===== src/rtl/vga_text_ctrl.sv =====
// vga_text_ctrl: console controller in front of the VGA text-mode character
// buffer. It accepts ASCII bytes over a valid/ready handshake, owns the
// cursor and is the only writer of the buffer. It also sequences
// clear-screen, backspace, newline, line wrap and scroll-up. The scan-out
// side keeps its own read port on the buffer and never touches this block.
//
// Buffer address layout is {x, y}, so a column is a contiguous run of
// addresses. All buffer-side outputs are registered.

module vga_text_ctrl #(
    parameter int COLS = 70,
    parameter int ROWS = 30,
    parameter int XW   = 7,
    parameter int YW   = 5
) (
    input  logic               clk,
    input  logic               reset,
    input  logic               key_valid,
    input  logic [7:0]         key_data,
    output logic               key_ready,
    output logic               mem_we,
    output logic [XW+YW-1:0]   mem_waddr,
    output logic [7:0]         mem_wdata,
    output logic [XW+YW-1:0]   mem_raddr,
    input  logic [7:0]         mem_rdata,
    output logic [XW-1:0]      cur_x,
    output logic [YW-1:0]      cur_y,
    output logic               busy
);

    localparam logic [XW-1:0] X_LAST = XW'(COLS - 1);
    localparam logic [YW-1:0] Y_LAST = YW'(ROWS - 1);
    localparam logic [YW-1:0] Y_PRE  = YW'(ROWS - 2);

    // ST_COPY issues the reads of the scroll; ST_WIPE blanks the bottom row
    // once the copy pipeline has drained.
    typedef enum logic [1:0] {
        ST_CLEAR,
        ST_IDLE,
        ST_COPY,
        ST_WIPE
    } state_t;

    state_t state;

    // Sweep counters shared by CLEAR, COPY and WIPE.
    logic [XW-1:0] cnt_x;
    logic [YW-1:0] cnt_y;

    // Set once the final write of a sweep has been issued. The following
    // cycle drops to IDLE with mem_we low, so a sweep write never coincides
    // with key_ready.
    logic last_q;

    // Scroll copy pipeline. The read address goes out registered, the buffer
    // answers one cycle later, and the data is captured into a registered
    // write. This takes two stages of destination tracking.
    logic               rd_v1, rd_v2;
    logic [XW+YW-1:0]   dst1, dst2;

    logic               accept;
    logic [XW-1:0]      cur_x_inc, cur_x_dec, cnt_x_inc;
    logic [YW-1:0]      cur_y_inc, cur_y_dec, cnt_y_inc;

    assign accept    = key_valid & key_ready;
    assign cur_x_inc = cur_x + 1'b1;
    assign cur_x_dec = cur_x - 1'b1;
    assign cur_y_inc = cur_y + 1'b1;
    assign cur_y_dec = cur_y - 1'b1;
    assign cnt_x_inc = cnt_x + 1'b1;
    assign cnt_y_inc = cnt_y + 1'b1;

    // Controller FSM: cursor, sweep counters, copy pipeline and all outputs.
    always_ff @(posedge clk) begin
        // NOTE: every register here is state, so all assignments are
        // non-blocking; the defaults at the top are overridden by later
        // assignments in the same cycle.
        if (reset) begin
            // NOTE: the character buffer itself is not reset; CLEAR sweeps it.
            state     <= ST_CLEAR;
            cnt_x     <= '0;
            cnt_y     <= '0;
            last_q    <= 1'b0;
            rd_v1     <= 1'b0;
            rd_v2     <= 1'b0;
            dst1      <= '0;
            dst2      <= '0;
            cur_x     <= '0;
            cur_y     <= '0;
            mem_we    <= 1'b0;
            mem_waddr <= '0;
            mem_wdata <= '0;
            mem_raddr <= '0;
            key_ready <= 1'b0;
            busy      <= 1'b1;
        end else begin
            mem_we <= 1'b0;

            // The copy pipeline advances every cycle. Stage 2 turns the
            // returned read data into the write to the row above.
            rd_v1 <= 1'b0;
            rd_v2 <= rd_v1;
            dst2  <= dst1;
            if (rd_v2) begin
                mem_we    <= 1'b1;
                mem_waddr <= dst2;
                mem_wdata <= mem_rdata;
            end

            case (state)
                ST_CLEAR: begin
                    if (last_q) begin
                        last_q    <= 1'b0;
                        state     <= ST_IDLE;
                        key_ready <= 1'b1;
                        busy      <= 1'b0;
                    end else begin
                        mem_we    <= 1'b1;
                        mem_waddr <= {cnt_x, cnt_y};
                        mem_wdata <= 8'h00;
                        // The column is the outer loop and the row the inner loop.
                        if (cnt_y == Y_LAST) begin
                            cnt_y <= '0;
                            if (cnt_x == X_LAST) begin
                                cnt_x  <= '0;
                                last_q <= 1'b1;
                            end else begin
                                cnt_x <= cnt_x_inc;
                            end
                        end else begin
                            cnt_y <= cnt_y_inc;
                        end
                    end
                end

                ST_IDLE: begin
                    if (accept) begin
                        case (key_data)
                            8'h0A: begin
                                cur_x <= '0;
                                if (cur_y == Y_LAST) begin
                                    state     <= ST_COPY;
                                    key_ready <= 1'b0;
                                    busy      <= 1'b1;
                                    cnt_x     <= '0;
                                    cnt_y     <= '0;
                                end else begin
                                    cur_y <= cur_y_inc;
                                end
                            end

                            8'h08: begin
                                if (cur_x != '0) begin
                                    cur_x     <= cur_x_dec;
                                    mem_we    <= 1'b1;
                                    mem_waddr <= {cur_x_dec, cur_y};
                                    mem_wdata <= 8'h00;
                                end else if (cur_y != '0) begin
                                    cur_x     <= X_LAST;
                                    cur_y     <= cur_y_dec;
                                    mem_we    <= 1'b1;
                                    mem_waddr <= {X_LAST, cur_y_dec};
                                    mem_wdata <= 8'h00;
                                end
                            end

                            8'h0C: begin
                                cur_x     <= '0;
                                cur_y     <= '0;
                                state     <= ST_CLEAR;
                                key_ready <= 1'b0;
                                busy      <= 1'b1;
                                cnt_x     <= '0;
                                cnt_y     <= '0;
                                last_q    <= 1'b0;
                            end

                            default: begin
                                mem_we    <= 1'b1;
                                mem_waddr <= {cur_x, cur_y};
                                mem_wdata <= key_data;
                                if (cur_x == X_LAST) begin
                                    cur_x <= '0;
                                    if (cur_y == Y_LAST) begin
                                        // The character write above goes out
                                        // before the first scroll read is even
                                        // issued, so it is copied up with its row.
                                        state     <= ST_COPY;
                                        key_ready <= 1'b0;
                                        busy      <= 1'b1;
                                        cnt_x     <= '0;
                                        cnt_y     <= '0;
                                    end else begin
                                        cur_y <= cur_y_inc;
                                    end
                                end else begin
                                    cur_x <= cur_x_inc;
                                end
                            end
                        endcase
                    end
                end

                ST_COPY: begin
                    // Read (x, y+1) now; it is written to (x, y) two edges later.
                    // The row is the outer loop and the column the inner loop.
                    // A destination cell has always been read before it is
                    // overwritten.
                    mem_raddr <= {cnt_x, cnt_y_inc};
                    dst1      <= {cnt_x, cnt_y};
                    rd_v1     <= 1'b1;
                    if (cnt_x == X_LAST) begin
                        cnt_x <= '0;
                        if (cnt_y == Y_PRE) begin
                            cnt_y <= '0;
                            state <= ST_WIPE;
                        end else begin
                            cnt_y <= cnt_y_inc;
                        end
                    end else begin
                        cnt_x <= cnt_x_inc;
                    end
                end

                ST_WIPE: begin
                    if (last_q) begin
                        last_q    <= 1'b0;
                        state     <= ST_IDLE;
                        key_ready <= 1'b1;
                        busy      <= 1'b0;
                    end else if (!rd_v1 && !rd_v2) begin
                        // Wait for the copy pipeline to drain so its writes
                        // keep the write port to themselves.
                        mem_we    <= 1'b1;
                        mem_waddr <= {cnt_x, Y_LAST};
                        mem_wdata <= 8'h00;
                        if (cnt_x == X_LAST) begin
                            cnt_x  <= '0;
                            last_q <= 1'b1;
                        end else begin
                            cnt_x <= cnt_x_inc;
                        end
                    end
                end

                default: begin
                    state <= ST_CLEAR;
                end
            endcase
        end
    end

endmodule


===== config.mk =====
export PLATFORM = sky130hd
export DESIGN_NAME = vga_text_ctrl
export DESIGN_NICKNAME = d
export VERILOG_FILES = /design/src/rtl/vga_text_ctrl.sv
export SDC_FILE = /design/constraint.sdc
export NUM_CORES = 1
export LEC_CHECK = 0
export BUFFER_PORTS_ARGS = -buffer_cell sky130_fd_sc_hd__buf_2
export CORE_ASPECT_RATIO = 0.8
export CORE_UTILIZATION = 55
export DETAILED_ROUTE_END_ITERATION = 12
export PLACE_DENSITY_LB_ADDON = 0.3
export SETUP_SLACK_MARGIN = 0.02
export SYNTH_ARGS = -nofsm -noshare
export SYNTH_HDL_FRONTEND = slang
export SYNTH_SLANG_ARGS = --single-unit

===== constraint.sdc =====
create_clock -name clk -period 5.2 [get_ports clk]
set_input_delay 0.26 -clock clk [delete_from_list [all_inputs] [get_ports clk]]
set_output_delay 0.26 -clock clk [all_outputs]
set_load 0.05 [all_outputs]

# Word-level counts from Yosys, hierarchy flattened
# Index checks and enable logic that the tools add are counted.
[word_totals]
regBits = 88
inputBits = 19
word_cells = 151
output_inout_bits = 47
[op_classes]
n_bitwise = 1
n_mux = 84
add_sub_neg = 6
n_eq_ne = 25
n_reduce_logical = 19
[op_table]
columns = ["op", "count"]
rows = [
  ["12-bit two-way mux", 7],
  ["7-bit two-way mux", 11],
  ["8-bit two-way mux", 7],
  ["5-bit two-way mux", 11],
  ["5-bit one-hot mux with 3 select lines", 3],
  ["12-bit one-hot mux with 3 select lines", 1],
  ["7-bit one-hot mux with 4 select lines", 1],
  ["8-bit by 4-bit equality test with 1-bit output, second input constant", 3],
  ["12-bit one-hot mux with 2 select lines", 1],
  ["8-bit one-hot mux with 3 select lines", 1],
  ["1-bit two-way mux", 23],
  ["2-bit != test, second input constant", 11],
  ["7-bit one-hot mux with 3 select lines", 1],
  ["8-bit one-hot mux with 2 select lines", 1],
  ["5-bit equality test, second input constant", 3],
  ["7-bit by 1-bit adder with 7-bit output, second input constant", 2],
  ["7-bit equality test, second input constant", 2],
  ["7-bit one-hot mux with 2 select lines", 1],
  ["2-bit two-way mux", 6],
  ["1-bit one-hot mux with 3 select lines", 4],
  ["2-bit one-hot mux with 3 select lines", 2],
  ["6-bit AND reduction", 2],
  ["5-bit by 1-bit adder with 5-bit output, second input constant", 2],
  ["5-bit AND reduction", 2],
  ["20 further kinds", 27],
]

# Longest topological paths before layout
# Gate-level depths: netlist (run 1).
[logic_depth]
depth_word = 6
mapped_depth = 10
depth_no_buf = 8

# Worst setup path after synthesis (run 1)
# Ideal clock, no wire load.
[synth_path]
path_type = "reg2reg"
startpoint = "register cur_x[0]"
endpoint = "register cnt_x[1]"
arrival_ps = 2419
t_required_ps = 5079
path_buffers = 0
path_stages_with_launch = 7
slack_ps = 2661
setup_ps = 121
synth_period_minus_slack_ps = 2539
cell_sequence = "dfxtp_1 -> ha_1 -> nand4_1 -> and2_4 -> o41a_1 -> nor2_1 -> mux2_2"
[synth_between]
elab_chain_cells = 3
[synth_lines]
columns = ["item", "line_no", "text"]
rows = [
  ["start: declaration", "26", "output logic [XW-1:0] cur_x,"],
  ["start signal: assignment", "154", "cur_x <= cur_x_dec;"],
  ["start signal: assignment", "197", "cur_x <= cur_x_inc;"],
  ["7-bit equality test", "182", "if (cur_x == X_LAST) begin"],
  ["4-bit != test (no source line)", "n/a", ""],
  ["7-bit AND reduction (no source line)", "n/a", ""],
  ["end signal: assignment", "128", "cnt_x <= cnt_x_inc;"],
  ["end signal: assignment", "221", "cnt_x <= cnt_x_inc;"],
  ["end signal: assignment", "241", "cnt_x <= cnt_x_inc;"],
  ["end: declaration", "47", "logic [XW-1:0] cnt_x;"],
]
# No other way between the ends.
# A chain may end at the register's enable or synchronous reset.

# Final worst setup path (run 1)
[layout_path]
startpoint = "register state[1]"
endpoint = "register mem_wdata[0]"
[layout_between]
elab_chain_cells = 2
word_cells_on_any_way = 4
cone_classes = "2 x eq/ne; 1 x mux; 1 x reduce/logical"
[layout_lines]
columns = ["item", "line_no", "text"]
rows = [
  ["start: declaration", "44", "state_t state;"],
  ["start signal: assignment", "80", "state <= ST_CLEAR;"],
  ["start signal: assignment", "114", "state <= ST_IDLE;"],
  ["start signal: assignment", "142", "state <= ST_COPY;"],
  ["2-bit equality test, or another cell as far along", "110", "case (state)"],
  ["8-bit one-hot mux with 3 select lines *", "110", ""],
  ["end signal: assignment", "107", "mem_wdata <= mem_rdata;"],
  ["end signal: assignment", "181", "mem_wdata <= key_data;"],
  ["end: declaration", "23", "output logic [7:0] mem_wdata,"],
]
# Every way passes the cells marked *; elsewhere a longest branch is shown, timed or not.

==> flow_metrics.py, run 1 <==
metrics = {
    "sta": {
        "worst_slack_ns": 2.41,
        "rsz0062_at_grt": "false",
        "slew_violations": 0,
        "fin_worst_skew_ns": 0.0107,
        "slew_headroom_pct": 33.6,
        "setup_viol_count_final": 0,
        "tns_ns": 0,
        "min_period_over_period_pct": 53.7,
        "worst_pin_slew_ns": 0.988,
        "finalHoldViolations": 0,
        "fin_crit_ns": 2.79,
        "clock.fmax_mhz": 358,
    },
    "placement": {
        "preCtsSetupSlack_ns": 2.47,
        "port_buffers": 65,
        "place_hpwl_um": 8980,
        "globalplace.congestion": 0.895,
    },
    "setup_path": {
        "start_kind": "flip-flop",
        "reg2reg_depth": 7,
        "worst-path-max-fanout": 16,
        "endpoint": "mem_wdata[0]",
        "path_class": "flip-flop to flip-flop",
        "critPathSlowestCell": "nor3_1",
        "r2r-end": "mem_wdata[0]",
        "crit_chain": "inv_1, ha_1, nand3_1, nor3_1, and2_1, nand2_1, o21ai_0",
        "timing.critical_path.from": "state[1]",
        "regToRegSetupSlack_ns": 2.41,
        "cp_data_required_time_ns": 5.47,
        "slowest_delay_ns": 0.86,
        "cp.arrival_ns": 3.07,
        "end_kind": "flip-flop",
        "r2r-start": "state[1]",
    },
    "cells_and_area": {
        "drive_gt1_share_pct": 16.4,
        "nNetsFinal": 660,
        "area_growth_pct": 9.93,
        "fillerInstances": 770,
        "seqCellArea_sq_um": 1620,
        "multi_input_area_sq_um": 2920,
        "diodes": 0,
    },
    "yosys": {
        "ys_top_cells_by_area": "dfxtp_1, mux2i_1, nor2_1",
        "synth_fa_ha_area_share_pct": 4.43,
        "synth_warnings": 0,
        "ys.flop_type": "dfxtp_1",
        "yosys-top-cells-count": "dfxtp_1, nor2_1, a21oi_1",
        "synth_top_family_by_area": "compound AO/OA/AOI/OAI gates",
        "synth_fp_nets": 628,
        "synth_xor_area_share_pct": 1.09,
        "netlist_instances": 592,
        "yosysTopAreaCellShare_pct": 33.8,
        "synth_area_sq_um": 4800,
        "synth_top_area_cell": "dfxtp_1",
        "ys_types": 76,
        "async_flop_share_pct": 0,
        "yosysMostFrequentCell": "dfxtp_1",
        "synth_mux_area_share_pct": 8.42,
        "ys_seq_elements": 81,
        "synth_compound_area_share_pct": 23.4,
        "avgSynthCellArea_sq_um": 8.11,
        "synth_edf_count": 0,
        "synthSimpleGateAreaFrac_pct": 23.3,
        "yosysSeqAreaShare_pct": 33.8,
    },
    "global_route": {
        "grt_pass1_vias": 4248,
        "antenna_found_initial": 0,
        "grt_max_degree": 42,
        "gr-usage-all-layers_pct": 28.9,
        "grt_pass1_wl_um": 20900,
        "grt_overflow": 0,
    },
    "routing": {
        "dr.pass1.iters": 6,
        "vias_per_cell": 6.30,
        "vias": 4662,
        "drt_iter0_drc": 399,
        "wl_per_cell_um": 17.4,
        "wl_um": 12900,
        "postRouteAntennaNets": 0,
        "drc": 0,
    },
    "power_and_ir_drop": {
        "power_frac_comb_pct": 21.9,
        "ir_drop_mv": 0.159,
        "internal_power_w": 0.000997,
        "power_density_nw_per_um2": 282,
        "p_leak_nw": 1.99,
        "power.share.clock_pct": 31.7,
        "switching_share_pct": 33.1,
        "switchingPower_w": 0.000493,
        "power_frac_seq_pct": 46.4,
    },
    "clock_network": {
        "hold_buffers": 0,
        "cts_tree": "built",
        "htreeDepth": 3,
        "clkTransAtPathRegs_ns": 0.08,
        "cts-root-buf": "clkbuf_8",
        "clock_path_buffers": 2,
        "cts_buffers": 9,
        "insertion_delay_ns": 0.35,
        "cts_resized": 0,
        "cts_setup_buffers": 0,
        "cts_sinks": 81,
    },
    "min_path": {
        "holdCritPathClass": "input port to flip-flop",
    },
    "run_status": {
        "status": "complete, no violations",
    },
    "floorplan": {
        "io_pins": 66,
        "start_util_pct": 56.6,
        "dieArea_sq_um": 9110,
        "die_y_um": 85.6,
        "die_w_um": 106,
        "fp-row-count": 30,
        "core_sq_um": 8480,
    },
    "job": {
        "maxCapViolations": 0,
    },
}
==> power groups by stage <==
stage,Combinational [W],Sequential [W],Clock (W)
floorplan,0.000213,0.000723,0
global placement,0.000311,0.000703,0
detailed placement,0.000317,0.000704,0
CTS,0.000320,0.000690,0.000474
global route,0.000359,0.000696,0.000502
finish,0.000326,0.000692,0.000472
==> metrics by stage <==
step | total power (W) | hold slack, ns | util, % | cells | cell area (sq um)
final | 0.00149 | 0.130 | 62.2 | 740 | 5280
after global routing | 0.00156 | 0.159 | 62.2 | 740 | 5280
after CTS | 0.00148 | 0.127 | 62.2 | 740 | 5280
after detailed placement | 0.00102 | 0.456 | 59.9 | 725 | 5080
after global placement | 0.00101 | 0.440 | 59.9 | 725 | 5080
after floorplan | 0.000936 | 0.369 | - | 592 | 4800
==> placed cells by master (no fill, tap or decap), drive strengths merged, types with 11 or more instances in the layout <==
| cell | count |
|---|---|
| dfxtp | 81 |
| clkbuf | 11 |
| inv | 15 |
| a211oi | 17 |
| nand3 | 20 |
| ha | 17 |
| and3 | 12 |
| nor2b | 19 |
| nand2 | 38 |
| buf | 68 |
| nor2 | 66 |
| a21oi | 42 |
| nor3 | 22 |
| mux2i | 37 |
| o21ai | 39 |
==> flip-flops by register name, indices dropped and copies added, names as in the netlist <==
register   flops
last_q         1
rd_v1          1
dst2          12
mem_we         1
rd_v2          1
mem_waddr     12
mem_wdata      8
state          2
busy           1
key_ready      1
mem_raddr     11
cur_y          5
cur_x          7
dst1           6
cnt_y          5
cnt_x          7
==> worst max-delay path: cells and delay by family, from the launching register on <==
family                   cells  cell delay, ns
adder cells (fa/ha/maj)      1            0.52
buffers and inverters        1            0.13
AND/OR/NAND/NOR              4            1.65
flip-flops                   1            0.34
AO/OA/AOI/OAI                1            0.06
==> layout make-up <==
cell class	count	area share [%]
multi-input cells	449	55.3
repair buffers	68	6.59
flip-flops and latches	81	30.7
clock inverters	4	0.996
clock buffers	11	2.68
inverters	15	1.07
well taps	112	2.66
==> how the worst min path moves through the flow <==
stage | cells past startpoint | slack [ns] | start | to
floorplan | 2 | 0.37 | key_data[0] | mem_wdata[0]
global placement | 1 | 0.44 | dst1[4] | dst2[4]
detailed placement | 1 | 0.46 | dst1[3] | dst2[3]
CTS | 3 | 0.13 | key_data[6] | mem_wdata[6]
global route | 3 | 0.16 | key_data[6] | mem_wdata[6]
finish | 3 | 0.13 | key_data[6] | mem_wdata[6]
==> metal layers <==
metal	GRT usage (%)	wire length (um)	up-vias
li1	-	-	2224
met1	41.2	5900	2176
met2	43.9	5640	246
met3	4.86	1190	16
met4	10.6	174	0
met5	0	0	-
==> cell families after synthesis <==
kind of cell	after synthesis
XOR/XNOR	6
flip-flops	81
adder cells (fa/ha/maj)	17
AO/OA/AOI/OAI	171
buffers and inverters	62
multiplexers	40
AND/OR/NAND/NOR	215
No activity file was read; power rests on OpenSTA's default activity.
==> run 2, diff against run 1 <==
--- a/config.mk
+++ b/config.mk
@@ -7,7 +7,7 @@
 export LEC_CHECK = 0
 export BUFFER_PORTS_ARGS = -buffer_cell sky130_fd_sc_hd__buf_2
 export CORE_ASPECT_RATIO = 0.8
-export CORE_UTILIZATION = 55
+export CORE_UTILIZATION = 52
 export DETAILED_ROUTE_END_ITERATION = 12
 export PLACE_DENSITY_LB_ADDON = 0.3
 export SETUP_SLACK_MARGIN = 0.02
==> constraint.sdc (replaced) <==
create_clock -name clk -period 2.45 [get_ports clk]
set_input_delay 0.1225 -clock clk [delete_from_list [all_inputs] [get_ports clk]]
set_output_delay 0.1225 -clock clk [all_outputs]
set_load 0.05 [all_outputs]
==> run 2 against run 1 <==
  * Design area grew 6.9%
  * Sequential share of layout area is 1.8 points lower
  * Clock skew is 0.0019 ns lower
  * Setup slack got worse by 2.2 ns
  * Critical path depth up 1
  * Wire length up 5.5%
  * Final cell count up 4.3%
  * Utilization up 2.6 points
  * Critical endpoint is now mem_waddr[10]
  * Highest routed layer unchanged
==> flow_metrics.py, run 2 (synthesized netlist as in run 1, its figures left out) <==
metrics = {
    "run_status": {
        "status": "complete, no violations",
    },
    "routing": {
        "wl_per_cell_um": 17.6,
        "vias": 4797,
        "vias_per_cell": 6.21,
        "drt_iter0_drc": 360,
        "dr.pass1.iters": 5,
        "drc": 0,
        "wl_um": 13600,
        "postRouteAntennaNets": 0,
    },
    "clock_network": {
        "htreeDepth": 3,
        "clock_path_buffers": 2,
        "insertion_delay_ns": 0.34,
        "cts_buffers": 9,
        "cts_tree": "built",
        "clkTransAtPathRegs_ns": 0.06,
        "cts-root-buf": "clkbuf_16",
        "cts_sinks": 81,
        "hold_buffers": 0,
        "cts_setup_buffers": 0,
    },
    "power_and_ir_drop": {
        "p_leak_nw": 2.20,
        "power_frac_comb_pct": 21.0,
        "switchingPower_w": 0.00109,
        "ir_drop_mv": 0.552,
        "power.share.clock_pct": 38.0,
        "power_frac_seq_pct": 41.0,
        "internal_power_w": 0.00247,
        "power_density_nw_per_um2": 631,
        "switching_share_pct": 30.7,
    },
    "setup_path": {
        "timing.critical_path.from": "cur_x[0]",
        "start_kind": "flip-flop",
        "cp.arrival_ns": 2.50,
        "path_class": "flip-flop to flip-flop",
        "cp_data_required_time_ns": 2.70,
        "worst-path-max-fanout": 10,
        "r2r-start": "cur_x[0]",
        "end_kind": "flip-flop",
    },
    "global_route": {
        "grt_pass1_wl_um": 21800,
        "antenna_found_initial": 0,
        "gr-usage-all-layers_pct": 29.4,
        "grt_overflow": 0,
        "grt_pass1_vias": 4330,
        "grt_max_degree": 26,
    },
    "sta": {
        "slew_violations": 0,
        "finalHoldViolations": 0,
        "tns_ns": 0,
        "worst_slack_ns": 0.198,
        "setup_viol_count_final": 0,
        "min_period_over_period_pct": 91.9,
        "clock.fmax_mhz": 444,
        "slew_headroom_pct": 58.0,
        "fin_crit_ns": 2.25,
        "worst_pin_slew_ns": 0.613,
        "fin_worst_skew_ns": 0.00875,
        "rsz0062_at_grt": "false",
    },
    "cells_and_area": {
        "fillerInstances": 738,
        "top_regs": "dst2: 12 flops, mem_waddr: 12 flops, mem_raddr: 11 flops",
        "diodes": 0,
        "drive_gt1_share_pct": 21.7,
        "fin_util_pct": 64.8,
        "layout_commonest_cell": "dfxtp_1",
        "final_cell_mix": "dfxtp_1, nor2_1, buf_2, a21oi_1, o21ai_0",
        "multi_input_area_sq_um": 2930,
        "seqCellArea_sq_um": 1630,
        "nNetsFinal": 692,
        "area_growth_pct": 17.5,
    },
    "placement": {
        "globalplace.congestion": 0.938,
        "port_buffers": 65,
        "preCtsSetupSlack_ns": 0.175,
        "place_hpwl_um": 9920,
    },
    "floorplan": {
        "core_sq_um": 8710,
        "fp-row-count": 30,
        "io_pins": 66,
        "dieArea_sq_um": 9620,
        "die_w_um": 109,
        "start_util_pct": 55.1,
        "die_y_um": 87.9,
    },
    "min_path": {
        "holdCritPathClass": "input port to flip-flop",
        "hold_start": "key_data[3]",
    },
    "job": {
        "maxCapViolations": 0,
    },
}
## run 2: changes by cell type in the layout (fill, tap and decap cells not counted), moves of 4 or more
cell	change
buf_4	+32
clkbuf_16	+9
clkbuf_8	-9
dfxtp_1	-5
dfxtp_2	+4
## run 2: critical path, stage by stage, from the launching register on
cell      delay, ns
dfxtp_4        0.42
inv_1          0.09
ha_1           0.21
nor2b_1        0.16
and2_1         0.25
or3_1          0.41
a31oi_1        0.25
a221oi_1       0.13
a211oi_1       0.24
## run 2: layer usage
metal | track usage, % | up-vias | part of all wire (%)
li1 | - | 2281 | -
met3 | 6.55 | 29 | 9.1
met1 | 41.3 | 2237 | 46
met2 | 44.1 | 250 | 43
met5 | 0 | - | 0
met4 | 10.2 | 0 | 2.1
## run 2: final cells by class
class | count | area share [%]
clock inverters | 4 | 0.932
multi-input cells | 449 | 52.0
clock buffers | 11 | 4.30
repair buffers | 100 | 10.4
flip-flops and latches | 81 | 28.9
inverters | 15 | 0.998
well taps | 112 | 2.48
## run 2: power by group through the flow
stage	Combinational, W	Sequential [W]	Clock, W
final	0.000749	0.00146	0.00135
after global routing	0.000824	0.00147	0.00143
after CTS	0.000725	0.00146	0.00136
after detailed placement	0.000717	0.00149	0
after global placement	0.000702	0.00149	0
after floorplan	0.000453	0.00153	0
## run 2: final timing paths
check                           cells after the start  slack, ns             to
worst max-delay path                                8       0.20  mem_waddr[10]
worst min-delay path                                3       0.03   mem_wdata[3]
worst max register to register                      8       0.20  mem_waddr[10]
worst min register to register                      1       0.47        dst2[4]
## run 2: timing repair
action                                  CTS  global route
hold endpoints to repair                  0             0
gates resized for setup                   0             5
endpoints found under the setup margin    0            11
## run 2: metrics by stage
step / instances / power, W / cell area [sq um] / hold WS [ns]
after floorplan: 592 / 0.00199 / 4810 / 0.231
after global placement: 757 / 0.00219 / 5330 / 0.340
after detailed placement: 757 / 0.00221 / 5330 / 0.372
after CTS: 772 / 0.00355 / 5620 / 0.0203
after global routing: 772 / 0.00372 / 5640 / 0.0307
final: 772 / 0.00356 / 5640 / 0.0260
